File: config.mk
export PLATFORM = sky130hd
export DESIGN_NAME = hazard_unit_p
export DESIGN_NICKNAME = d
export VERILOG_FILES = /design/src/rtl/hazard_unit_p.sv
export SDC_FILE = /design/constraint.sdc
export NUM_CORES = 1
export LEC_CHECK = 0
export ABC_CLOCK_PERIOD_IN_PS = 2100
export CORE_MARGIN = 3
export CORE_UTILIZATION = 45
export CTS_CLUSTER_SIZE = 8
export DETAILED_ROUTE_END_ITERATION = 7
export PLACE_DENSITY = 0.8
export REMOVE_ABC_BUFFERS = 1
export SLEW_MARGIN = 25
export SYNTH_ARGS = -nofsm -noshare
export SYNTH_HDL_FRONTEND = slang
export SYNTH_SLANG_ARGS = --single-unit
File: constraint.sdc
create_clock -name clk -period 2.1 [get_ports clk]
set_clock_uncertainty 0.2 [all_clocks]
set_input_delay 0.42 -clock clk [delete_from_list [all_inputs] [get_ports clk]]
set_output_delay 0.42 -clock clk [all_outputs]
set_load 0.05 [all_outputs]
File: src/rtl/hazard_unit_p.sv
// Hazard detection for an in-order pipeline: per-operand forwarding select,
// load-use stall/bubble sequencing and a saturating stall-cycle counter.
module hazard_unit_p #(
    parameter  int REG_AW = 3,
    parameter  int NSRC   = 2,
    parameter  int NSTAGE = 2,
    parameter  int CNT_W  = 16,
    localparam int FSEL_W = $clog2(NSTAGE + 1)
) (
    input  logic                     clk,
    input  logic                     rst_n,
    input  logic [NSRC*REG_AW-1:0]   src_addr,
    input  logic [NSRC-1:0]          src_used,
    input  logic [NSTAGE*REG_AW-1:0] stg_dest,
    input  logic [NSTAGE-1:0]        stg_load_reg,
    input  logic [NSTAGE-1:0]        stg_is_load,
    input  logic                     mem_resp,
    input  logic                     icache_stall,
    input  logic                     perf_clr,
    output logic [NSRC*FSEL_W-1:0]   fwd_sel,
    output logic                     stall,
    output logic                     bubble,
    output logic [CNT_W-1:0]         stall_cycles
);

    typedef enum logic [1:0] {
        ST_RUN    = 2'd0,
        ST_WAIT   = 2'd1,
        ST_BUBBLE = 2'd2
    } state_e;

    state_e           state_q, state_d;
    logic [CNT_W-1:0] cnt_q, cnt_d;
    logic [NSRC-1:0]  haz_vec;
    logic             ld_haz;
    logic             stall_raw, bubble_raw;

    genvar gi, gk;
    generate
        for (gi = 0; gi < NSRC; gi++) begin : g_src
            logic [NSTAGE-1:0] match;
            logic [NSTAGE-1:0] elig;
            logic [FSEL_W-1:0] sel;

            for (gk = 0; gk < NSTAGE; gk++) begin : g_stg
                assign match[gk] = src_used[gi] & stg_load_reg[gk] &
                    (src_addr[gi*REG_AW +: REG_AW] == stg_dest[gk*REG_AW +: REG_AW]);
            end

            // A load in stage 0 has no data yet, so it can never be a forwarding source.
            always_comb begin
                elig    = match;
                elig[0] = match[0] & ~stg_is_load[0];
                sel     = '0;
                for (int k = NSTAGE - 1; k >= 0; k--) begin
                    if (elig[k]) begin
                        sel = FSEL_W'(k + 1);
                    end
                end
            end

            assign haz_vec[gi] = match[0] & stg_is_load[0];
            assign fwd_sel[gi*FSEL_W +: FSEL_W] = rst_n ? sel : '0;
        end
    endgenerate

    assign ld_haz = |haz_vec;

    always_ff @(posedge clk) begin
        if (!rst_n) begin
            state_q <= ST_RUN;
            cnt_q   <= '0;
        end else begin
            state_q <= state_d;
            cnt_q   <= cnt_d;
        end
    end

    // Fetch stalls freeze the sequencer so a pending load-use is not lost.
    always_comb begin
        state_d = state_q;
        if (!icache_stall) begin
            case (state_q)
                ST_RUN: begin
                    if (ld_haz) begin
                        state_d = mem_resp ? ST_BUBBLE : ST_WAIT;
                    end
                end
                ST_WAIT: begin
                    if (mem_resp) begin
                        state_d = ST_BUBBLE;
                    end
                end
                ST_BUBBLE: state_d = ST_RUN;
                default:   state_d = ST_RUN;
            endcase
        end
    end

    always_comb begin
        stall_raw  = 1'b0;
        bubble_raw = 1'b0;
        case (state_q)
            ST_RUN:    stall_raw = ld_haz;
            ST_WAIT:   stall_raw = 1'b1;
            ST_BUBBLE: begin
                stall_raw  = 1'b1;
                bubble_raw = 1'b1;
            end
            default: begin
                stall_raw  = 1'b0;
                bubble_raw = 1'b0;
            end
        endcase
    end

    assign stall  = rst_n & stall_raw;
    assign bubble = rst_n & bubble_raw;

    always_comb begin
        cnt_d = cnt_q;
        if (perf_clr) begin
            cnt_d = '0;
        end else if (stall && (cnt_q != {CNT_W{1'b1}})) begin
            cnt_d = cnt_q + 1'b1;
        end
    end

    assign stall_cycles = cnt_q;

endmodule

==> results.cfg, run 1 <==
[drt]
vias = 1462
routed_via_density = 5.67
drc = 0
drt_iter0_markers = 75
dr.pass1.iters = 4
wl_per_cell_um = 16.6
postRouteAntennaNets = 0
wirelength_mm = 4.27

[sta]
fmax_mhz = 451
fin_crit_ns = 2.22
final-hold-violation-count = 0
fin_crit_sh = 1.06
slew_viol_final = 0
rsz0062_at_grt = yes
layout_setup_ws_ns = -0.116
tightest_slew_ns = 0.362
setup_viol = 5
slew-limit-headroom = 0.757
whs_ns = 0.343

[clocking]
cts_max_level = 1
cts_sinks = 18
clk_latency_ns = 0.31
tritoncts = yes
cts_buffers = 3
cts_max_path_buffers = 2
hold_buffers = 0
clockRootBuffer = clkbuf_4
cts.clk_slew.worst_paths_ns = 0.11

[global_route]
antenna_found_initial = 0
grt_pass1_vias = 1495
grt.total_usage = 0.254
grt_max_degree = 11
grt_pass1_wl_mm = 6.70
overflow = 0

[floorplan]
die_h_um = 59.2
core_sq_um = 2590
pin_count = 45
die_w_um = 59.2
rows = 18
dieArea_sq_um = 3510
initial_core_util = 0.492

[yosys]
seq_area_frac_synth = 0.283
ys_types = 40
yosys_warnings = 0
syn_area_sq_um = 1270
ys_ff_latch = 18
synthCells = 148
synth.avg_cell_area_sq_um = 8.61

[critical_path]
reg2regPathDepth = 6
cp_data_arrival_time_ns = 1.60
worstSetupPathType = in -> out
crit_fanout = 3
worstSetupStartpointType = input port
cp_top_family = buffers and inverters
crit_path_end_kind = output port
crit_cells = 7
rrSetupSlack_ns = 0.07
cpMaxStageDelayCell = a2111oi_4
cp_cell_sequence = buf_2 > xor2_2 > nor4_4 > buf_4 > a2111oi_4 > buf_4 > buf_12
cp_slowest_stage_delay_ns = 0.34
crit_top_cell = buf_4
critPathBufInv = 4
required_ns = 1.48

[pwr]
ir_drop_uv = 359
power_mw = 0.745
p_leak_nw = 0.925
power-per-cell-area_nw_per_um2 = 334

[status]
run_status = finished, violations left
violations = setup timing

[placement]
dp_hpwl_mm = 2.73
place_congestion = 0.806
numPortBuffers = 43
dp_slack_ns = -0.552

[final_layout]
area_delta_synth_final_pct = 75.3
fillers = 134
num_antenna_cells = 0
utilization = 0.863
final_nets = 257
layout-drive-gt1-share = 0.518

[hold_path]
hold_depth = 2
hold_path.class = reg -> reg

[job]
max_cap_viol_count = 0
==> flip-flops by register name, summed over array words and instances (netlist names) <==
name          flops
stall_cycles     16
state_q           2
==> area by class of cell <==
| class | instances | area, sq um | share of cell area |
|---|---|---|---|
| Tap cell | 30 | 37.5 | 0.0168 |
| Sequential cell | 18 | 370 | 0.166 |
| Timing Repair Buffer | 78 | 699 | 0.313 |
| Clock buffer | 4 | 36.3 | 0.0162 |
| Multi-Input combinational cell | 120 | 1060 | 0.475 |
| Inverter | 8 | 30.0 | 0.0134 |
==> per-stage QoR <==
stage / instance area, sq um / TNS (ns) / std cells
after CTS: 2120 / -0.109 / 254
final: 2230 / -0.376 / 258
after floorplan: 1260 / -2.90 / 146
after global placement: 1930 / -8.74 / 245
after global routing: 2230 / -0.624 / 258
after detailed placement: 1930 / -9.73 / 245
==> power breakdown <==
group | leakage (nW) | internal, mW | switching [mW]
clock network | 0.0210 | 0.106 | 0.116
registers | 0.148 | 0.341 | 0.000763
logic | 0.755 | 0.0929 | 0.0891
==> cell usage in the layout (no fill, tap or decap), drive strengths merged, types with 2 or more instances in the layout <==
| cell type | synthesis | layout |
|---|---|---|
| clkbuf | 1 | 4 |
| nor4 | 3 | 3 |
| nand3 | 7 | 7 |
| inv | 8 | 8 |
| xnor2 | 14 | 14 |
| nand2b | 2 | 2 |
| a41o | 3 | 3 |
| dfxtp | 18 | 18 |
| a211oi | 7 | 7 |
| nor2 | 17 | 17 |
| a31oi | 3 | 3 |
| o21ai | 3 | 3 |
| nand2 | 13 | 13 |
| nand4 | 4 | 4 |
| a21o | 2 | 2 |
| buf | 1 | 68 |
| ha | 5 | 5 |
| and3 | 8 | 8 |
| clkdlybuf4s50 | 0 | 4 |
| a21oi | 10 | 10 |
| dlygate4sd2 | 0 | 4 |
| xor2 | 8 | 8 |
==> worst paths after layout <==
kind	startpoint	end
setup / recovery	src_addr[5]	fwd_sel[3]
hold / removal	stall_cycles[8]$_SDFFE_PP0P_	stall_cycles[8]$_SDFFE_PP0P_
setup reg to reg	stall_cycles[2]$_SDFFE_PP0P_	stall_cycles[11]$_SDFFE_PP0P_
hold reg to reg	stall_cycles[8]$_SDFFE_PP0P_	stall_cycles[8]$_SDFFE_PP0P_
==> cells by family after synthesis <==
group | count (synthesis) | share of synthesized area
flops | 18 | 0.283
compound gates | 32 | 0.205
xor+xnor | 22 | 0.151
mux | 1 | 0.00785
simple gates | 60 | 0.266
buf+inv | 10 | 0.0383
fa+ha+maj | 5 | 0.0491
==> layer usage <==
| layer | GRT usage | part of all wire | vias up |
|---|---|---|---|
| met3 | 0.0414 | 0.045 | 15 |
| met2 | 0.491 | 0.57 | 60 |
| met5 | 0 | 0 | - |
| met1 | 0.251 | 0.35 | 702 |
| met4 | 0.136 | 0.037 | 0 |
| li1 | - | - | 685 |
==> worst register-to-register path, cell delays in order (launching register included) <==
cell     delay [ns]
dfxtp_1        0.36
nand4_2        0.15
or2_1          0.29
or3b_4         0.43
a21oi_4        0.18
a31oi_1        0.11
a41o_1         0.21
==> synth_stat cells <==
cell type,instances,area (sq um)
a211oi_2,3,37.5
xnor2_1,14,123
nand2b_1,2,12.5
a21oi_4,1,16.3
o21ai_0,1,5.00
a211oi_1,4,30.0
a21oi_2,2,17.5
a41o_1,3,30.0
o21a_1,1,7.51
and4_1,1,8.76
o211ai_1,1,7.51
dfxtp_1,18,360
a21oi_1,7,35.0
a311o_2,1,11.3
clkbuf_4,1,7.51
buf_6,1,11.3
and3_1,6,37.5
ha_1,5,62.6
nand4_2,1,12.5
inv_1,8,30.0
nor2b_1,1,6.26
nor4_1,1,6.26
nand2_2,1,6.26
nand3_1,7,35.0
or3b_4,1,11.3
and3_2,2,15.0
and2_1,1,6.26
o21ai_4,1,16.3
xor2_1,8,70.1
a21o_1,2,15.0
nor2_1,17,63.8
nand4_1,3,18.8
nand2_1,12,45.0
o21ai_1,1,5.00
a2111oi_0,1,8.76
or2_1,1,6.26
nor4_4,2,42.5
mux2i_1,1,10.0
nor3_1,1,5.00
a31oi_1,3,18.8
==> timing repair <==
action,CTS,global route
endpoints found under the hold margin,0,0
setup endpoints to repair,22,13
setup buffers,5,4
pin swaps,14,13
resized for setup,85,24
(Power assumes the default switching activity.)
==> run 2, diff against run 1 <==
--- a/config.mk
+++ b/config.mk
@@ -6,11 +6,13 @@
 export NUM_CORES = 1
 export LEC_CHECK = 0
 export ABC_CLOCK_PERIOD_IN_PS = 2100
+export CAP_MARGIN = 20
 export CORE_MARGIN = 3
-export CORE_UTILIZATION = 45
+export CORE_UTILIZATION = 62
 export CTS_CLUSTER_SIZE = 8
 export DETAILED_ROUTE_END_ITERATION = 7
-export PLACE_DENSITY = 0.8
+export DONT_BUFFER_PORTS = 1
+export PLACE_DENSITY_LB_ADDON = 0.2
 export REMOVE_ABC_BUFFERS = 1
 export SLEW_MARGIN = 25
 export SYNTH_ARGS = -nofsm -noshare
==> run 2 against run 1 <==
Net effect: the run still ends with setup timing left; clock power about the same; first-iteration DRC count increased by 53%; sequential power about the same; wire length increased by 17%; largest cell class unchanged; highest routed layer unchanged.
==> results.cfg, run 2 (synthesis results as in run 1) <==
[global_route]
grt.total_usage = 0.291
grt_max_degree = 17
antenna_found_initial = 0
grt_pass1_wl_mm = 5.76
overflow = 0
grt_pass1_vias = 1263

[floorplan]
pin_count = 45
initial_core_util = 0.693
die_h_um = 51.3
rows = 15
core_sq_um = 1840
die_w_um = 51.3
dieArea_sq_um = 2640

[drt]
dr.pass1.iters = 4
drc = 0
vias = 1481
drt_iter0_markers = 115
wl_per_cell_um = 24.3
wirelength_mm = 5.00
routed_via_density = 7.19
postRouteAntennaNets = 0

[critical_path]
required_ns = 2.11
worstSetupPathType = reg -> reg
cp_cell_sequence = and4_1 > nand3_1 > nor2_1 > a211oi_4 > a21o_1 > a21oi_1
cp_slowest_stage_delay_ns = 0.52
cp_top_family = simple AND/OR/NAND/NOR gates
crit_fanout = 5
crit_path_end_kind = flip-flop
worstSetupStartpointType = flip-flop
cp_data_arrival_time_ns = 2.21
cpMaxStageDelayCell = nor2_1
critPathBufInv = 0

[final_layout]
area_delta_synth_final_pct = 35.5
layout-drive-gt1-share = 0.387
largest_register_ffs = 16
layout_commonest_cell = buf_4
fin_area_sq_um = 1730
mostFrequentLayoutCells = buf_4 (28), nor2_1 (17), xnor2_1 (14), dfxtp_1 (12), nand2_1 (11)
fin_cells = 206
final_nets = 210
num_antenna_cells = 0

[clocking]
cts_max_level = 1
clockRootBuffer = clkbuf_4
cts_max_path_buffers = 2
cts.clk_slew.worst_paths_ns = 0.12
cts_sinks = 18
cts_buffers = 3
clk_latency_ns = 0.30
hold_buffers = 0
tritoncts = yes

[sta]
rsz0062_at_grt = yes
fmax_mhz = 454
final-hold-violation-count = 0
fin_crit_ns = 2.20
setup_viol = 9
tightest_slew_ns = 0.751
fin_crit_sh = 1.05
slew-limit-headroom = 0.499
slew_viol_final = 0
layout_setup_ws_ns = -0.102

[placement]
place_congestion = 0.822
dp_hpwl_mm = 2.52
dp_cells = 198
numPortBuffers = 0
place_area_sq_um = 1530

[pwr]
power-per-cell-area_nw_per_um2 = 382
ir_drop_uv = 449
p_leak_nw = 0.666

[status]
run_status = finished, violations left
violations = setup timing

[job]
max_cap_viol_count = 0

[hold_path]
hold_path.class = in -> reg
run 2: stage by stage:
stage                     hold slack (ns)  worst slack [ns]  utilization  TNS (ns)  total power, mW
after floorplan                     0.320             -1.76            -     -2.90            0.407
after global placement              0.345           -0.0110        0.834   -0.0110            0.424
after detailed placement            0.348           -0.0396        0.834    -0.174            0.428
after CTS                          0.0270           -0.0365        0.869   -0.0365            0.643
after global routing               0.0221            -0.148        0.939    -0.985            0.670
final                              0.0206            -0.102        0.939    -0.435            0.661
run 2: routing by layer:
metal / track usage / vias up / part of all wire
met3: 0.0904 / 44 / 0.12
li1: - / 589 / -
met2: 0.513 / 149 / 0.46
met5: 0 / - / 0
met4: 0.131 / 0 / 0.067
met1: 0.317 / 699 / 0.36
run 2: cell type report:
type | instances | area, sq um
inverter | 8 | 30.0
multi-input combinational | 120 | 987
fill | 63 | 111
timing repair buffer | 31 | 270
tap | 25 | 31.3
sequential | 18 | 373
clock buffer | 4 | 36.3
run 2: power breakdown:
group	switching, mW	internal, mW	total [mW]	leakage (nW)
registers	0.00114	0.340	0.341	0.149
clock network	0.119	0.106	0.225	0.0210
logic	0.0563	0.0390	0.0953	0.497
total	0.176	0.485	0.661	0.666
run 2: timing repair:
item	CTS	global route
buffers inserted	1	3
gates cloned	0	0
setup endpoints to repair	2	14
endpoints found under the hold margin	0	0
pin swaps	0	6
resized for setup	6	24
run 2: worst register-to-register path, cell delays in order (launching register included):
cell,delay (ns)
dfxtp_1,0.36
and4_1,0.33
nand3_1,0.16
nor2_1,0.52
a211oi_4,0.11
a21o_1,0.24
a21oi_1,0.18
run 2: final timing paths:
check                                                   start                           end  slack, ns  cells after the start
worst min register to register        state_q[1]$_SDFFE_PN0P_       state_q[1]$_SDFFE_PN0P_       0.42                      2
worst min-delay path                                    rst_n       state_q[0]$_SDFFE_PN0P_       0.02                      1
worst max register to register  stall_cycles[13]$_SDFFE_PP0P_  stall_cycles[5]$_SDFFE_PP0P_      -0.10                      6
worst max-delay path            stall_cycles[13]$_SDFFE_PP0P_  stall_cycles[5]$_SDFFE_PP0P_      -0.10                      6
==> run 3, diff against run 2 <==
--- a/config.mk
+++ b/config.mk
@@ -6,8 +6,7 @@
 export NUM_CORES = 1
 export LEC_CHECK = 0
 export ABC_CLOCK_PERIOD_IN_PS = 2100
-export CAP_MARGIN = 20
-export CORE_MARGIN = 3
+export CORE_MARGIN = 8
 export CORE_UTILIZATION = 62
 export CTS_CLUSTER_SIZE = 8
 export DETAILED_ROUTE_END_ITERATION = 7
==> run 3 against run 2 <==
Net effect: global-route usage down 9.3 points; register-to-register slack gained 0.13 ns; the run still ends with setup timing left; die area is 43% higher; critical path type is now reg -> out.
==> results.cfg, run 3 (synthesis results as in run 1) <==
[sta]
slew_viol_final = 0
layout_setup_ws_ns = -0.00616
rsz0062_at_grt = yes
fmax_mhz = 475
tns_ns = -0.00616
whs_ns = 0.0278
setup_viol = 1
fin_crit_sh = 1.00
tightest_slew_ns = 0.492
slew-limit-headroom = 0.675
fin_crit_ns = 2.11
final-hold-violation-count = 0

[clocking]
cts_buffers = 3
cts_sinks = 18
hold_buffers = 0
clockRootBuffer = clkbuf_4
cts_max_path_buffers = 2
cts_max_level = 1
clk_latency_ns = 0.30
tritoncts = yes
cts.clk_slew.worst_paths_ns = 0.11

[critical_path]
worstSetupPathType = reg -> out
cp_data_arrival_time_ns = 1.49
worstSetupStartpointType = flip-flop
cp-startpoint = state_q[1]$_SDFFE_PN0P_
r2r-start = stall_cycles[3]$_SDFFE_PP0P_
rrSetupSlack_ns = 0.03
crit_fanout = 4
timing.rr.end = stall_cycles[15]$_SDFFE_PP0P_
required_ns = 1.48
crit_path_end_kind = output port
reg2regPathDepth = 6

[pwr]
power-per-cell-area_nw_per_um2 = 385
p_leak_nw = 0.670
pwr-share-seq = 0.526
p_switching_mw = 0.167
ir_drop_uv = 395
swShare = 0.256
p_int_mw = 0.484
pwr-share-clk = 0.343
combPwrFrac = 0.131

[placement]
dp_hpwl_mm = 2.68
numPortBuffers = 0
place_congestion = 0.809
dp_cells = 200
dp_slack_ns = -0.0502
place_area_sq_um = 1550

[drt]
routed_via_density = 6.02
postRouteAntennaNets = 0
wl_per_cell_um = 18.4
drt_iter0_markers = 56
vias = 1247
wirelength_mm = 3.81
dr.pass1.iters = 4
drc = 0

[status]
run_status = finished, violations left
violations = setup timing

[floorplan]
die_h_um = 61.3
dieArea_sq_um = 3760
initial_core_util = 0.657
pin_count = 45
die_w_um = 61.3
core_sq_um = 1940
rows = 16

[final_layout]
layout_commonest_cell = buf_4
layout-drive-gt1-share = 0.339
area_delta_synth_final_pct = 32.7
num_antenna_cells = 0
final_nets = 209
mostFrequentLayoutCells = buf_4 (26), nor2_1 (17), dfxtp_1 (16), xnor2_1 (14), nand2_1 (11)
fin_area_sq_um = 1690
largest_register_ffs = 16
fillers = 97
fin_cells = 207

[global_route]
grt_pass1_vias = 1267
antenna_found_initial = 0
overflow = 0
grt_pass1_wl_mm = 5.69
grt.total_usage = 0.198
grt_max_degree = 11

[hold_path]
hold_depth = 1
hold_path_startpoint = rst_n
hold_path.class = in -> reg
hold_end = state_q[0]$_SDFFE_PN0P_

[job]
max_cap_viol_count = 0
==> run 3: cell type report <==
class,count,area (sq um),area share
Tap cell,27,33.8,0.0200
Clock buffer,4,36.3,0.0214
Inverter,8,30.0,0.0178
Multi-Input combinational cell,120,951,0.562
Sequential cell,18,365,0.216
Timing Repair Buffer,30,275,0.163
==> run 3: worst max-delay path, cell delays in order (launching register included) <==
cell and delay (ns):
dfxtp_4 0.38, ha_4 0.16, nor2b_4 0.10, and3_4 0.21, o21ai_4 0.07, nand2_2 0.11, buf_12 0.14
==> run 3: power groups by stage <==
stage	clock (mW)	sequential [mW]	combinational, mW
after floorplan	0	0.351	0.0556
after global placement	0	0.351	0.0764
after detailed placement	0	0.351	0.0787
after CTS	0.222	0.343	0.0822
after global routing	0.239	0.342	0.0908
final	0.223	0.342	0.0850
==> run 3: what timing repair did <==
item | 4_1_cts | 5_1_grt
pin swaps | 2 | 4
gates cloned | 0 | 0
buffers inserted | 1 | 2
setup endpoints to repair | 1 | 5
gates resized for setup | 8 | 11
==> run 3: how the worst max path moves through the flow <==
stage                                   end  slack, ns  cells past startpoint
4_1_cts                               stall      0.001                      6
5_1_grt                               stall      -0.04                      6
3_5_place_dp   stall_cycles[8]$_SDFFE_PP0P_      -0.05                      8
3_3_place_gp   stall_cycles[8]$_SDFFE_PP0P_     -0.008                      8
6_report                              stall     -0.006                      6
2_1_floorplan                    fwd_sel[3]      -1.76                      3
==> run 3: routing by layer <==
layer,part of all wire,GRT usage
met1,0.38,0.211
met2,0.52,0.345
met3,0.080,0.0710
met4,0.020,0.0844
met5,0,0
==> run 3: stage by stage <==
step	power (mW)	utilization
2_1_floorplan	0.407	-
3_3_place_gp	0.427	0.798
3_5_place_dp	0.429	0.798
4_1_cts	0.647	0.831
6_report	0.650	0.871
5_1_grt	0.672	0.871
